File: src/rtl/smi_wbbus_if.sv
// smi_wbbus_if: bundles the three channels around the SMI command decoder.
//   SMI receive stream : S_RX_VALID/S_RX_READY/S_RX_DATA  (command bytes in)
//   SMI transmit stream: M_TX_VALID/M_TX_READY/M_TX_DATA  (response bytes out)
//   Wishbone master    : o_wb_* driven by the decoder, i_wb_* from the slave
// modport master = decoder side, modport slave = environment side.
interface smi_wbbus_if #(
  parameter int AW = 30
);
  logic          S_RX_VALID;
  logic          S_RX_READY;
  logic [7:0]    S_RX_DATA;
  logic          M_TX_VALID;
  logic          M_TX_READY;
  logic [7:0]    M_TX_DATA;
  logic          o_wb_cyc;
  logic          o_wb_stb;
  logic          o_wb_we;
  logic [AW-1:0] o_wb_addr;
  logic [31:0]   o_wb_data;
  logic [3:0]    o_wb_sel;
  logic          i_wb_stall;
  logic          i_wb_ack;
  logic [31:0]   i_wb_data;
  logic          i_wb_err;

  modport master (
    input  S_RX_VALID, S_RX_DATA, M_TX_READY,
           i_wb_stall, i_wb_ack, i_wb_data, i_wb_err,
    output S_RX_READY, M_TX_VALID, M_TX_DATA,
           o_wb_cyc, o_wb_stb, o_wb_we, o_wb_addr, o_wb_data, o_wb_sel
  );

  modport slave (
    output S_RX_VALID, S_RX_DATA, M_TX_READY,
           i_wb_stall, i_wb_ack, i_wb_data, i_wb_err,
    input  S_RX_READY, M_TX_VALID, M_TX_DATA,
           o_wb_cyc, o_wb_stb, o_wb_we, o_wb_addr, o_wb_data, o_wb_sel
  );
endinterface

File: src/rtl/smi_wbbus.sv
// smi_wbbus: byte-stream command decoder driving single 32-bit Wishbone
// transactions, one at a time.
//   'R'(52) + 4 addr bytes          -> read,  reply 06 + 4 data bytes | 15
//   'W'(57) + 4 addr + 4 data bytes -> write, reply 06 | 15
//   anything else in IDLE           -> reply 3F
// Multi-byte fields are MSB first; o_wb_addr = byte_addr[AW+1:2].
// Ports:
//   i_clk   - system clock
//   i_reset - asynchronous active-high reset
//   bus     - smi_wbbus_if.master (RX stream, TX stream, Wishbone master)
module smi_wbbus #(
  parameter int AW        = 30,
  parameter int LGTIMEOUT = 10
) (
  input  logic        i_clk,
  input  logic        i_reset,
  smi_wbbus_if.master bus
);
  localparam logic [2:0] S_IDLE = 3'd0;
  localparam logic [2:0] S_ADDR = 3'd1;
  localparam logic [2:0] S_DATA = 3'd2;
  localparam logic [2:0] S_BUS  = 3'd3;
  localparam logic [2:0] S_RESP = 3'd4;

  localparam logic [7:0] C_RD  = 8'h52;
  localparam logic [7:0] C_WR  = 8'h57;
  localparam logic [7:0] R_ACK = 8'h06;
  localparam logic [7:0] R_NAK = 8'h15;
  localparam logic [7:0] R_UNK = 8'h3F;

  logic [2:0]           state;
  logic [1:0]           cnt;        // field byte index
  logic                 is_wr;
  logic [31:0]          addr_sr;
  logic [31:0]          data_sr;
  logic [LGTIMEOUT-1:0] tcnt;
  logic                 cyc, stb;
  logic                 rx_en;      // holds RX off until the first clock after reset
  logic                 tx_valid;
  logic [7:0]           tx_data;
  logic [31:0]          resp_sr;    // bytes still queued behind tx_data
  logic [2:0]           resp_left;
  logic                 rx_fire, tx_fire;
  logic                 unused_bits;

  assign bus.S_RX_READY = rx_en && (state == S_IDLE || state == S_ADDR || state == S_DATA);
  assign rx_fire        = bus.S_RX_VALID && bus.S_RX_READY;
  assign tx_fire        = tx_valid && bus.M_TX_READY;

  assign bus.M_TX_VALID = tx_valid;
  assign bus.M_TX_DATA  = tx_data;
  assign bus.o_wb_cyc   = cyc;
  assign bus.o_wb_stb   = stb;
  assign bus.o_wb_we    = is_wr;
  assign bus.o_wb_addr  = addr_sr[AW+1:2];
  assign bus.o_wb_data  = data_sr;
  assign bus.o_wb_sel   = 4'hf;

  // Byte-address bits outside the word address are dropped by design.
  assign unused_bits = ^addr_sr;

  always_ff @(posedge i_clk or posedge i_reset) begin
    if (i_reset) begin
      state     <= S_IDLE;
      cnt       <= '0;
      is_wr     <= 1'b0;
      addr_sr   <= '0;
      data_sr   <= '0;
      tcnt      <= '0;
      cyc       <= 1'b0;
      stb       <= 1'b0;
      rx_en     <= 1'b0;
      tx_valid  <= 1'b0;
      tx_data   <= '0;
      resp_sr   <= '0;
      resp_left <= '0;
    end else begin
      rx_en <= 1'b1;
      case (state)
        S_IDLE: if (rx_fire) begin
          cnt <= '0;
          if (bus.S_RX_DATA == C_RD) begin
            is_wr <= 1'b0;
            state <= S_ADDR;
          end else if (bus.S_RX_DATA == C_WR) begin
            is_wr <= 1'b1;
            state <= S_ADDR;
          end else begin
            tx_valid  <= 1'b1;
            tx_data   <= R_UNK;
            resp_left <= '0;
            state     <= S_RESP;
          end
        end
        S_ADDR: if (rx_fire) begin
          addr_sr <= {addr_sr[23:0], bus.S_RX_DATA};
          cnt     <= cnt + 2'd1;
          if (cnt == 2'd3) begin
            if (is_wr) begin
              state <= S_DATA;
            end else begin
              state <= S_BUS;
              cyc   <= 1'b1;
              stb   <= 1'b1;
              tcnt  <= '0;
            end
          end
        end
        S_DATA: if (rx_fire) begin
          data_sr <= {data_sr[23:0], bus.S_RX_DATA};
          cnt     <= cnt + 2'd1;
          if (cnt == 2'd3) begin
            state <= S_BUS;
            cyc   <= 1'b1;
            stb   <= 1'b1;
            tcnt  <= '0;
          end
        end
        S_BUS: begin
          if (stb && !bus.i_wb_stall) stb <= 1'b0;
          // err is tested first so it wins over a simultaneous ack
          if (bus.i_wb_err || bus.i_wb_ack || tcnt == '1) begin
            cyc       <= 1'b0;
            stb       <= 1'b0;
            tx_valid  <= 1'b1;
            state     <= S_RESP;
            resp_left <= '0;
            if (bus.i_wb_err) begin
              tx_data <= R_NAK;
            end else if (bus.i_wb_ack) begin
              tx_data <= R_ACK;
              if (!is_wr) begin
                resp_sr   <= bus.i_wb_data;
                resp_left <= 3'd4;
              end
            end else begin
              tx_data <= R_NAK;   // timeout
            end
          end else begin
            tcnt <= tcnt + 1'b1;
          end
        end
        S_RESP: if (tx_fire) begin
          if (resp_left == '0) begin
            tx_valid <= 1'b0;
            state    <= S_IDLE;
          end else begin
            tx_data   <= resp_sr[31:24];
            resp_sr   <= {resp_sr[23:0], 8'h00};
            resp_left <= resp_left - 3'd1;
          end
        end
        default: state <= S_IDLE;
      endcase
    end
  end
endmodule

File: src/flat_wrapper.sv
// flat-port wrapper written by rule: the top's interface ports become plain ports
module smi_wbbus_flat 
#(
  parameter int AW        = 30,
  parameter int LGTIMEOUT = 10
)
  (i_clk, i_reset, bus_S_RX_VALID, bus_S_RX_DATA, bus_M_TX_READY, bus_i_wb_stall, bus_i_wb_ack, bus_i_wb_data, bus_i_wb_err, bus_S_RX_READY, bus_M_TX_VALID, bus_M_TX_DATA, bus_o_wb_cyc, bus_o_wb_stb, bus_o_wb_we, bus_o_wb_addr, bus_o_wb_data, bus_o_wb_sel);
  smi_wbbus_if #(.AW(AW)) bus_i ();
  input  logic i_clk;
  input  logic i_reset;
  input wire logic [$bits(bus_i.S_RX_VALID)-1:0] bus_S_RX_VALID;
  input wire logic [$bits(bus_i.S_RX_DATA)-1:0] bus_S_RX_DATA;
  input wire logic [$bits(bus_i.M_TX_READY)-1:0] bus_M_TX_READY;
  input wire logic [$bits(bus_i.i_wb_stall)-1:0] bus_i_wb_stall;
  input wire logic [$bits(bus_i.i_wb_ack)-1:0] bus_i_wb_ack;
  input wire logic [$bits(bus_i.i_wb_data)-1:0] bus_i_wb_data;
  input wire logic [$bits(bus_i.i_wb_err)-1:0] bus_i_wb_err;
  output wire logic [$bits(bus_i.S_RX_READY)-1:0] bus_S_RX_READY;
  output wire logic [$bits(bus_i.M_TX_VALID)-1:0] bus_M_TX_VALID;
  output wire logic [$bits(bus_i.M_TX_DATA)-1:0] bus_M_TX_DATA;
  output wire logic [$bits(bus_i.o_wb_cyc)-1:0] bus_o_wb_cyc;
  output wire logic [$bits(bus_i.o_wb_stb)-1:0] bus_o_wb_stb;
  output wire logic [$bits(bus_i.o_wb_we)-1:0] bus_o_wb_we;
  output wire logic [$bits(bus_i.o_wb_addr)-1:0] bus_o_wb_addr;
  output wire logic [$bits(bus_i.o_wb_data)-1:0] bus_o_wb_data;
  output wire logic [$bits(bus_i.o_wb_sel)-1:0] bus_o_wb_sel;
  assign bus_i.S_RX_VALID = bus_S_RX_VALID;
  assign bus_i.S_RX_DATA = bus_S_RX_DATA;
  assign bus_i.M_TX_READY = bus_M_TX_READY;
  assign bus_i.i_wb_stall = bus_i_wb_stall;
  assign bus_i.i_wb_ack = bus_i_wb_ack;
  assign bus_i.i_wb_data = bus_i_wb_data;
  assign bus_i.i_wb_err = bus_i_wb_err;
  assign bus_S_RX_READY = bus_i.S_RX_READY;
  assign bus_M_TX_VALID = bus_i.M_TX_VALID;
  assign bus_M_TX_DATA = bus_i.M_TX_DATA;
  assign bus_o_wb_cyc = bus_i.o_wb_cyc;
  assign bus_o_wb_stb = bus_i.o_wb_stb;
  assign bus_o_wb_we = bus_i.o_wb_we;
  assign bus_o_wb_addr = bus_i.o_wb_addr;
  assign bus_o_wb_data = bus_i.o_wb_data;
  assign bus_o_wb_sel = bus_i.o_wb_sel;
  smi_wbbus #(.AW(AW), .LGTIMEOUT(LGTIMEOUT)) u_core (.i_clk(i_clk), .i_reset(i_reset), .bus(bus_i));
endmodule
File: config.mk
export PLATFORM = sky130hd
export DESIGN_NAME = smi_wbbus_flat
export DESIGN_NICKNAME = d
export VERILOG_FILES = /design/src/rtl/smi_wbbus_if.sv /design/src/rtl/smi_wbbus.sv /design/src/flat_wrapper.sv
export SDC_FILE = /design/constraint.sdc
export NUM_CORES = 1
export LEC_CHECK = 0
export ABC_AREA = 1
export CELL_PAD_IN_SITES_DETAIL_PLACEMENT = 1
export CELL_PAD_IN_SITES_GLOBAL_PLACEMENT = 2
export CORE_UTILIZATION = 31
export CTS_CLUSTER_SIZE = 30
export DETAILED_ROUTE_END_ITERATION = 7
export PLACE_DENSITY_LB_ADDON = 0.1
export SYNTH_ARGS = -nofsm -noshare
export SYNTH_HDL_FRONTEND = slang
export SYNTH_SLANG_ARGS = --single-unit
File: constraint.sdc
create_clock -name i_clk -period 5 [get_ports i_clk]
set_clock_uncertainty 0.1 [all_clocks]
set_input_delay 1 -clock i_clk [delete_from_list [all_inputs] [get_ports i_clk]]
set_output_delay 1 -clock i_clk [all_outputs]
set_load 0.05 [all_outputs]
==> results of run 1 <==
[cells in the mapped netlist (all sizes together)]
master,count
ha,4
clkinv,1
clkbuf,7
dfrtp,127
o21bai,2
or2,2
nand2,234
mux2i,24
xnor2,1
conb,1
buf,58
inv,58
xor2,3
nand4,2
a21oi,21
nor3,1
o31ai,1
nor3b,2
and2,1
o21ai,85
nand3,36
nor2,53
[where the power goes]
part / switching [mW] / total, mW / internal (mW)
combinational: 0.0439 / 0.0798 / 0.0359
clock: 0.475 / 1.15 / 0.678
sequential: 0.000539 / 1.03 / 1.03
total: 0.519 / 2.26 / 1.74
[through the flow]
step | cell area [sq um] | util | hold slack, ns | worst slack, ns
global route | 7860 | 0.402 | 0.405 | 1.68
detailed placement | 7310 | 0.374 | 0.376 | 1.48
finish | 7860 | 0.402 | 0.381 | 1.74
floorplan | 6220 | - | 0.342 | 0.516
global placement | 7310 | 0.374 | 0.358 | 1.55
CTS | 7860 | 0.402 | 0.384 | 1.70
[cells by family after synthesis]
group,Yosys count,synth area share
simple gates,331,0.222
buf+inv,124,0.114
xor+xnor,4,0.00565
flops,127,0.512
fa+ha+maj,4,0.00807
compound gates,109,0.0982
other cells,1,0.000605
mux,24,0.0387
[placed cells by master, fill, tap and decap left out, types with 3 or more instances in the layout]
cell type,count
mux2i_1,24
o21ai_1,49
clkdlybuf4s50_1,121
nor2_1,46
ha_1,4
nand2_2,4
conb_1,5
buf_4,4
nand3_1,33
o21ai_0,32
nor2_2,3
a21oi_1,12
clkbuf_16,17
nand2_1,229
dfrtp_1,127
o21ai_2,4
xor2_1,3
inv_1,53
nand3_2,3
clkinv_2,6
clkinvlp_4,4
clkinv_4,3
a21oi_2,8
inv_2,4
nor2_4,4
[area by class of cell]
type                            instances  area share
Tap cell                              265      0.0422
Inverter                               59      0.0290
Multi-Input combinational cell        477       0.297
Timing Repair Buffer                  125       0.158
Clock buffer                           17      0.0541
Sequential cell                       127       0.405
Clock inverter                         14      0.0153
[routing by layer]
| metal | routed length, um | vias to the layer above | global-route usage |
|---|---|---|---|
| li1 | - | 2419 | - |
| met3 | 757 | 19 | 0.0440 |
| met1 | 7370 | 2290 | 0.204 |
| met2 | 7230 | 87 | 0.268 |
| met4 | 253 | 2 | 0.0610 |
| met5 | 12 | - | 0 |
[worst max path at each step]
stage | from | to | slack (ns) | cells past startpoint
floorplan | i_reset | u_core.addr_sr[0]$_DFFE_PP0P_ | 0.52 | 1
global placement | bus_S_RX_VALID | u_core.bus.o_wb_data[0]$_DFFE_PP0P_ | 1.55 | 7
detailed placement | bus_S_RX_VALID | u_core.bus.o_wb_data[19]$_DFFE_PP0P_ | 1.48 | 7
CTS | u_core.state[0]$_DFFE_PP0P_ | bus_S_RX_READY | 1.70 | 4
global route | u_core.state[0]$_DFFE_PP0P_ | bus_S_RX_READY | 1.68 | 4
finish | u_core.state[0]$_DFFE_PP0P_ | bus_S_RX_READY | 1.74 | 4
[sequential cells by signal, summed over array words and instances (netlist names)]
name                   count
u_core.addr_sr            32
u_core.bus.o_wb_data      32
u_core.resp_sr            32
u_core.tcnt               10
u_core.bus.M_TX_DATA       8
u_core.resp_left           3
u_core.state               3
u_core.cnt                 2
u_core.bus.M_TX_VALID      1
u_core.bus.o_wb_cyc        1
u_core.bus.o_wb_stb        1
u_core.bus.o_wb_we         1
u_core.rx_en               1
[worst max-delay path: cells and delay by family (launching register included)]
family / cells / cell delay (ns)
AO/OA/AOI/OAI: 1 / 0.24
buffers and inverters: 2 / 0.89
flip-flops: 1 / 0.55
AND/OR/NAND/NOR: 1 / 0.08
==> impl_metrics.yaml, run 1 <==
outcome:
  status: "complete, no violations"
setup_path:
  rr_startpoint: "u_core.state[0]$_DFFE_PP0P_"
  crit_chain: "a21oi_4 > nand2_1 > inv_1 > clkdlybuf4s50_1"
  critPathMaxFanout: 9
  cp_slowest_cell: "clkdlybuf4s50_1"
  worst-r2r-cell-count: 9
  cp-start-kind: "flip-flop"
  rrSetupSlack_ns: 2.12
  regToRegEndpoint: "u_core.resp_left[2]$_DFFE_PP0P_"
  cp.arrival_ns: 2.16
  end_kind: "primary output"
  cp_slowest_stage_delay_ns: 0.81
  path_class: "flip-flop to primary output"
  cp.required_ns: 3.90
timing:
  grt_setup_unrepaired: "false"
  finalSetupViolCount: 0
  fin_tns_setup_ns: 0
  fmax_mhz: 307
  relSlewSlack: 0.276
  period_share: 0.652
  worst_slew_pin_slew_ns: 1.08
  slew_viol_final: 0
  hold_viol: 0
  period_needed_ns: 3.26
global_routing:
  antenna_found_initial: 1
  grt_start_max_net_pins: 114
  grt_pass1_wl_um: 26100
  grt_pass1_vias: 5157
  grt-ovfl-total: 0
  track_usage: 0.163
die:
  dieWidth_um: 143
  start_util: 0.318
  io_pins: 126
  rows: 51
  core_area_sq_um: 19500
  dieArea_sq_um: 20600
  die_h_um: 143
synthesis:
  synth.area.top_cells: "dfrtp_1, nand2_1, buf_4, o21ai_1, mux2i_1"
  synth_warnings: 0
  avgSynthCellArea_sq_um: 8.57
  yosysSeqAreaShare: 0.512
  yosysTopAreaCell: "dfrtp_1"
  synth_cells: 724
  synth_area_sq_um: 6200
  yosysTopAreaCellShare: 0.512
  yosys_register_bits: 127
  synth_cell_types: 35
clocking:
  cts_htree_levels: 4
  cts_tree: "yes"
  cts_setup_buffers: 0
  clk-insertion-delay-late_ns: 0.41
  numCtsBuffers: 17
  cts.clk_slew.worst_paths_ns: 0.06
  clock-root-buffer: "clkbuf_16"
  ctsResizeCount: 0
  holdBufCountCts: 0
  clkSinkCount: 127
  clk_path_buf_depth: 2
final_layout:
  area_growth_pct: 26.7
  multi_input_area_sq_um: 2330
  antenna_cells: 0
  drive_gt1_frac: 0.0855
  seqCellArea_sq_um: 3180
  instances_no_fill: 1084
  fill_cells: 2305
  nets: 858
place:
  port_buffers: 121
  dp.cells: 1053
  gp_congestion: 0.733
  hpwl_um: 10700
hold_path:
  worst_hold_path_type: "flip-flop to flip-flop"
  min_to: "u_core.bus.M_TX_DATA[5]$_DFFE_PP0P_"
  worstHoldPathCells: 2
  min_from: "u_core.bus.M_TX_DATA[5]$_DFFE_PP0P_"
detailed_routing:
  routed_wl_um: 15600
  final_antenna_net_count: 0
  vias: 4817
  via_per_inst: 4.44
  first_iter_violations: 188
  wl_per_cell_um: 14.4
  drc: 0
  dr.pass1.iters: 5
flow_run:
  cap_viol_max_count: 0
power:
  powerDensity_nw_per_um2: 288
  vdd_drop_max_mv: 0.207
  leakage_nw: 3.74
  power_mw: 2.26
No activity file was read; power rests on OpenSTA's default activity.
==> run 2: changes to the inputs <==
--- a/config.mk
+++ b/config.mk
@@ -8,7 +8,7 @@
 export ABC_AREA = 1
 export CELL_PAD_IN_SITES_DETAIL_PLACEMENT = 1
 export CELL_PAD_IN_SITES_GLOBAL_PLACEMENT = 2
-export CORE_UTILIZATION = 31
+export CORE_UTILIZATION = 28
 export CTS_CLUSTER_SIZE = 30
 export DETAILED_ROUTE_END_ITERATION = 7
 export PLACE_DENSITY_LB_ADDON = 0.1
==> constraint.sdc (replaced) <==
create_clock -name i_clk -period 3 [get_ports i_clk]
set_clock_uncertainty 0.1 [all_clocks]
set_input_delay 0.6 -clock i_clk [delete_from_list [all_inputs] [get_ports i_clk]]
set_output_delay 0.6 -clock i_clk [all_outputs]
set_load 0.05 [all_outputs]
==> impl_metrics.yaml, run 2 (synthesis results as in run 1) <==
clocking:
  ctsResizeCount: 0
  cts.clk_slew.worst_paths_ns: 0.06
  cts_setup_buffers: 0
  clock-root-buffer: "clkbuf_16"
  clk-insertion-delay-late_ns: 0.42
  cts_tree: "yes"
  numCtsBuffers: 17
  clkSinkCount: 127
  holdBufCountCts: 0
  clk_path_buf_depth: 2
  cts_htree_levels: 4
timing:
  hold_viol: 0
  finalSetupViolCount: 0
  period_share: 0.955
  worst_slew_pin_slew_ns: 0.614
  relSlewSlack: 0.589
  grt_setup_unrepaired: "false"
  fmax_mhz: 349
  period_needed_ns: 2.87
  slew_viol_final: 0
  fin_tns_setup_ns: 0
detailed_routing:
  drc: 0
  dr.pass1.iters: 6
  first_iter_violations: 166
  vias: 4947
  routed_wl_um: 16000
  via_per_inst: 4.47
  wl_per_cell_um: 14.5
  final_antenna_net_count: 0
hold_path:
  worst_hold_path_type: "flip-flop to flip-flop"
power:
  powerDensity_nw_per_um2: 499
  leakage_nw: 3.82
  vdd_drop_max_mv: 0.367
global_routing:
  grt_pass1_vias: 5140
  track_usage: 0.151
  grt-ovfl-total: 0
  antenna_found_initial: 1
  grt_pass1_wl_um: 26500
  grt_start_max_net_pins: 57
place:
  gp_congestion: 0.774
  place_area_sq_um: 7420
  port_buffers: 121
  hpwl_um: 11400
setup_path:
  cp.required_ns: 2.30
  cp-start-kind: "flip-flop"
  cp.arrival_ns: 2.17
  path_class: "flip-flop to primary output"
  critPathMaxFanout: 9
  end_kind: "primary output"
outcome:
  status: "complete, no violations"
die:
  dieArea_sq_um: 22700
  die_h_um: 151
  core_area_sq_um: 21800
  rows: 54
  dieWidth_um: 151
  io_pins: 126
  start_util: 0.285
final_layout:
  final_common_cell: "nand2_1"
  drive_gt1_frac: 0.0920
  area_growth_pct: 29.5
  fill_cells: 2554
  final_cell_mix: "nand2_1, dfrtp_1, clkdlybuf4s50_1"
  nets: 864
  fin_area_sq_um: 8030
flow_run:
  cap_viol_max_count: 0
==> run 2: critical path, stage by stage (launching register included) <==
cell and delay [ns]:
dfrtp_1 0.55, a21oi_4 0.23, nand2_1 0.07, inv_1 0.09
clkdlybuf4s50_1 0.81
==> run 2: cell type report <==
type	instances	area, sq um	area share
clock buffers	18	429	0.0534
inverters	59	226	0.0282
flip-flops and latches	127	3180	0.396
clock inverters	14	178	0.0221
multi-input cells	477	2330	0.290
repair buffers	131	1340	0.166
well taps	280	350	0.0436
diodes	1	2.50	0.000312
==> run 2: path summary, 6_finish.rpt <==
check,from,end,slack [ns],cells after the start
hold / removal,u_core.bus.M_TX_DATA[6]$_DFFE_PP0P_,u_core.bus.M_TX_DATA[6]$_DFFE_PP0P_,0.38,2
setup / recovery,u_core.state[0]$_DFFE_PP0P_,bus_S_RX_READY,0.13,4
max in group asynchronous,i_reset,u_core.addr_sr[28]$_DFFE_PP0P_,1.66,3
setup reg to reg,u_core.tcnt[0]$_DFFE_PP0P_,u_core.bus.M_TX_DATA[2]$_DFFE_PP0P_,0.89,10
min in group asynchronous,i_reset,u_core.resp_sr[13]$_DFFE_PP0P_,0.50,2
hold reg to reg,u_core.bus.M_TX_DATA[6]$_DFFE_PP0P_,u_core.bus.M_TX_DATA[6]$_DFFE_PP0P_,0.38,2
==> run 2: report_power, final <==
group | switching (mW) | leakage [nW] | internal, mW | total (mW)
Clock | 0.827 | 0.296 | 1.32 | 2.15
Sequential | 0.000900 | 1.71 | 1.71 | 1.72
Combinational | 0.0751 | 1.81 | 0.0669 | 0.142
Total | 0.903 | 3.82 | 3.10 | 4.01
==> run 2: routing by layer <==
layer | wire length [um] | GRT usage | share of wire
met3 | 742 | 0.0392 | 0.046
met5 | 0 | 0 | 0
met4 | 308 | 0.0605 | 0.019
met1 | 7530 | 0.197 | 0.47
met2 | 7420 | 0.239 | 0.46
==> run 2: per-stage QoR <==
step / hold slack (ns) / setup slack, ns / utilization / power, mW / instances
after global placement: 0.359 / 0.580 / 0.341 / 1.89 / 1074
final: 0.376 / 0.135 / 0.369 / 4.01 / 1107
after global routing: 0.395 / 0.0726 / 0.369 / 4.16 / 1107
after CTS: 0.375 / 0.0950 / 0.369 / 4.08 / 1106
after detailed placement: 0.360 / 0.552 / 0.341 / 1.89 / 1074
after floorplan: 0.342 / 0.733 / - / 1.80 / 728
